[src/rtl/operand_fetch.sv]
// operand_fetch
//   Operand fetch stage: 16 x W register file with writeback bypass, a busy
//   scoreboard for in-flight destinations, hazard detection and a registered
//   operand output that honours stall and flush.
//
// Ports
//   clk, rst                 clock, asynchronous active-high reset
//   in_valid / in_ready      decoded instruction handshake
//   rs1, rs2                 source register addresses
//   use_rs1, use_rs2         source actually read (unused sources never hazard)
//   dest_en, dest            destination written back by this instruction
//   wb_en, wb_addr, wb_data  writeback port (always honoured)
//   stall                    downstream not ready, holds the output register
//   flush                    branch flush, kills output and pending issue
//   out_valid, op1, op2      registered operands
//   hazard                   combinational source/busy-destination conflict
module operand_fetch #(
  parameter int W = 32
) (
  input  logic         clk,
  input  logic         rst,
  input  logic         in_valid,
  output logic         in_ready,
  input  logic [3:0]   rs1,
  input  logic [3:0]   rs2,
  input  logic         use_rs1,
  input  logic         use_rs2,
  input  logic         dest_en,
  input  logic [3:0]   dest,
  input  logic         wb_en,
  input  logic [3:0]   wb_addr,
  input  logic [W-1:0] wb_data,
  input  logic         stall,
  input  logic         flush,
  output logic         out_valid,
  output logic [W-1:0] op1,
  output logic [W-1:0] op2,
  output logic         hazard
);

  logic [W-1:0] regs [16];
  logic [15:0]  busy;
  logic [15:0]  busy_nxt;

  logic         wb_hit1;
  logic         wb_hit2;
  logic [W-1:0] rd1;
  logic [W-1:0] rd2;
  logic         hz1;
  logic         hz2;
  logic         accept;

  assign wb_hit1 = wb_en && (wb_addr == rs1);
  assign wb_hit2 = wb_en && (wb_addr == rs2);

  // Same-cycle writeback is forwarded so the issuing instruction never sees
  // the stale array value.
  assign rd1 = wb_hit1 ? wb_data : regs[rs1];
  assign rd2 = wb_hit2 ? wb_data : regs[rs2];

  // A busy source being written back this cycle is resolved by the bypass.
  assign hz1 = use_rs1 && busy[rs1] && !wb_hit1;
  assign hz2 = use_rs2 && busy[rs2] && !wb_hit2;

  assign hazard   = in_valid && (hz1 || hz2);
  assign in_ready = !hazard && !stall && !flush;
  assign accept   = in_valid && in_ready;

  always_ff @(posedge clk or posedge rst) begin
    if (rst) begin
      for (int i = 0; i < 16; i++) begin
        regs[i] <= '0;
      end
    end else if (wb_en) begin
      regs[wb_addr] <= wb_data;
    end
  end

  // Clear first, then set, so a new acceptance wins over a same-cycle
  // writeback to the same register.
  always_comb begin
    busy_nxt = busy;
    if (wb_en) begin
      busy_nxt[wb_addr] = 1'b0;
    end
    if (accept && dest_en) begin
      busy_nxt[dest] = 1'b1;
    end
  end

  always_ff @(posedge clk or posedge rst) begin
    if (rst) begin
      busy <= '0;
    end else begin
      busy <= busy_nxt;
    end
  end

  // Flush overrides stall; stall freezes everything; otherwise the register
  // loads on acceptance and drops valid when nothing is accepted.
  always_ff @(posedge clk or posedge rst) begin
    if (rst) begin
      out_valid <= 1'b0;
      op1       <= '0;
      op2       <= '0;
    end else if (flush) begin
      out_valid <= 1'b0;
    end else if (!stall) begin
      if (accept) begin
        out_valid <= 1'b1;
        op1       <= rd1;
        op2       <= rd2;
      end else begin
        out_valid <= 1'b0;
      end
    end
  end

endmodule

[config.mk]
export PLATFORM = sky130hd
export DESIGN_NAME = operand_fetch
export DESIGN_NICKNAME = d
export VERILOG_FILES = /design/src/rtl/operand_fetch.sv
export SDC_FILE = /design/constraint.sdc
export NUM_CORES = 1
export LEC_CHECK = 0
export CAP_MARGIN = 5
export CELL_PAD_IN_SITES_DETAIL_PLACEMENT = 1
export CELL_PAD_IN_SITES_GLOBAL_PLACEMENT = 1
export CORE_AREA = 2 2 287 232
export DETAILED_ROUTE_END_ITERATION = 10
export DIE_AREA = 0 0 289 234
export GPL_TIMING_DRIVEN = 0
export PLACE_DENSITY_LB_ADDON = 0.08
export SYNTH_ARGS = -nofsm -noshare
export SYNTH_HDL_FRONTEND = slang
export SYNTH_SLANG_ARGS = --single-unit
[constraint.sdc]
create_clock -name clk -period 22.9 [get_ports clk]
set_clock_uncertainty 0.2 [all_clocks]
set_input_delay 3.435 -clock clk [delete_from_list [all_inputs] [get_ports clk]]
set_output_delay 3.435 -clock clk [all_outputs]
set_load 0.02 [all_outputs]
==> impl_metrics.ini <==
[run_status]
status = complete, no violations

[logic_synthesis]
synth-seq-cells = 593
synth_nets = 1887
syn-mean-instance-area_um2 = 17.2
synth_warnings = 0
syn-instance-count = 1830
synth_cell_types = 32
netlist_area_um2 = 31400
ys_seq_area_frac = 0.473

[die]
rows = 84
dieWidth_um = 289
start_util = 0.483
core_area_um2 = 65000
die_height_um = 234
dieArea_um2 = 67600
io_pins = 124

[clock_network]
cts_setup_buffers = 0
clock_path_buffers = 3
cts_resized = 0
cts_tree = done
cts.sinks = 593
numCtsBuffers = 66
insertion_delay_ps = 610
htreeDepth = 3
ctsHoldBuffers = 0
root_buffer = clkbuf_16
clk_pin_slew_ps = 60

[sta]
rsz0062_at_grt = no
slew_violations = 0
layout_setup_ws_ps = 12650
fmax_mhz = 97.6
fin_crit_sh = 0.448
setup_viol = 0
hold_viol = 0
tightestPinTransition_ps = 1410
fin_crit_ps = 10250
hold_slack_ps = 308
max-slew-margin-rel = 0.0517

[global_routing]
globalRouteMet2Util = 0.462
antenna_found_initial = 0
use_met3 = 0.0435
grtUsageTotal = 0.295
grt_busiest_layer = met2
grt_pass1_vias = 20500
grt_max_degree = 121
grt_use_met1 = 0.427
grt-ovfl-total = 0
grt_pass1_wl_mm = 143

[final_layout]
post-route-util = 0.555
nFillCells = 5878
seqCellArea_um2 = 14800
insertedDiodeCount = 0
areaGrowthSynthToFinish_pct = 14.8
final_cell_mix = 593 x dfrtp_1, 579 x mux2_2, 307 x mux4_2
drive_gt1_frac = 0.536
final_area_um2 = 36000
layout_commonest_cell = dfrtp_1
multi_input_area_um2 = 15500
fin_nets = 2081

[drt]
drt-total-wl_mm = 96.8
postRouteAntennaNets = 0
routedWlPerCell_um = 33.1
via_per_inst = 6.46
vias = 18900
drtIter0Drc = 1378
drc = 0
drtPass1Iterations = 5

[worst_setup_path]
cpMostUsedCell = clkdlybuf4s50_1
cp_top_family = buffers and inverters
worst_setup_path_start_kind = primary input
cpPeakStageDelay_ps = 1190
cp_num_buf_inv = 3
crit_chain = clkdlybuf4s50_1 -> buf_2 -> xor2_1 -> nor4_2 -> o32ai_2 -> nor3_1 -> clkdlybuf4s50_1
slowest_stage = nor4_2
cp_max_fo = 10
cp.required_ps = 19270
worstSetupPathType = primary input to output pin
worst-endpoint-arrival_ps = 6610
endpoint_kind = output pin

[power]
vdd.ir_drop.worst_mv = 0.0691
p_total_mw = 3.53
p_per_area_nw_per_um2 = 98.0
p_leak_nw = 14.7

[min_path]
min_path_type = flip-flop to flip-flop

[place]
place_ws_ps = 12710
dpl.hpwl_mm = 62.2
globalplace.congestion = 0.791
dpl_cell_area_um2 = 33800
portBuffers = 116

[flow_run]
drv_cap = 0
==> metal layers <==
metal | routed length, um | vias to the layer above
met3 | 5000 | 149
li1 | - | 7590
met2 | 45600 | 556
met1 | 43300 | 10600
met5 | 0 | -
met4 | 2920 | 0
==> state kept, by name, indices dropped and copies added (netlist names) <==
register / cells
out_valid: 1
op1: 32
regs: 512
busy: 16
op2: 32
==> kinds of logic after synthesis <==
| logic type | count (synthesis) | share of synthesized area |
|---|---|---|
| DFF | 593 | 0.473 |
| and+or+nand+nor | 48 | 0.00837 |
| AOI/OAI and AO/OA | 19 | 0.00614 |
| buffers and inverters | 188 | 0.0340 |
| xor gates and xnor gates | 8 | 0.00223 |
| muxes | 974 | 0.477 |
==> cells in the mapped netlist <==
library cell	count	area [um2]
a31o_2	1	8.76
a32o_1	16	160
and2_1	6	37.5
and3_1	6	37.5
buf_1	21	78.8
buf_12	8	160
buf_2	3	15.0
buf_4	1	7.51
buf_6	30	338
clkbuf_1	115	432
dfrtp_1	593	14800
inv_1	10	37.5
mux2_2	579	6520
mux2_4	63	946
mux2i_1	4	40.0
mux4_1	20	526
mux4_2	307	6910
mux4_4	1	25.0
nand2_1	12	45.0
nand2b_1	1	6.26
nand3_1	2	10.0
nand4_1	1	6.26
nor2_1	7	26.3
nor2b_1	6	37.5
nor3_1	4	20.0
nor4_2	1	12.5
nor4b_1	1	8.76
nor4b_2	1	15.0
o21bai_1	1	7.51
o32ai_2	1	16.3
xnor2_1	2	17.5
xor2_1	6	52.6
==> worst paths after layout <==
| kind | slack [ps] | start | cells past startpoint | endpoint |
|---|---|---|---|---|
| min in group asynchronous | 3070 | rst | 2 | op2[25]$_DFFE_PP0P_ |
| max | 12650 | wb_addr[0] | 7 | in_ready |
| min reg2reg | 310 | op1[23]$_DFFE_PP0P_ | 1 | op1[23]$_DFFE_PP0P_ |
| max reg2reg | 20020 | busy[11]$_DFF_PP0_ | 8 | op1[9]$_DFFE_PP0P_ |
| max in group asynchronous | 17720 | rst | 4 | regs[429]$_DFFE_PP0P_ |
| min | 310 | op1[23]$_DFFE_PP0P_ | 1 | op1[23]$_DFFE_PP0P_ |
==> power by group <==
part | total (mW) | switching, mW | internal, mW
sequential | 1.50 | 0.189 | 1.31
clock | 1.08 | 0.453 | 0.623
combinational | 0.954 | 0.354 | 0.600
==> through the flow <==
| stage | TNS (ps) | cells |
|---|---|---|
| after floorplan | 0 | 1830 |
| after global placement | -2663400 | 2806 |
| after detailed placement | 0 | 2811 |
| after CTS | 0 | 2925 |
| after global routing | 0 | 2930 |
| final | 0 | 2930 |
==> area by class of cell <==
class,instances,share of cell area
Buffer,178,0.0286
Clock buffer,95,0.0536
Clock inverter,19,0.00601
Inverter,10,0.00125
Multi-Input combinational cell,1049,0.430
Sequential cell,593,0.412
Tap cell,860,0.0299
Timing Repair Buffer,126,0.0388
(Power assumes the default switching activity.)
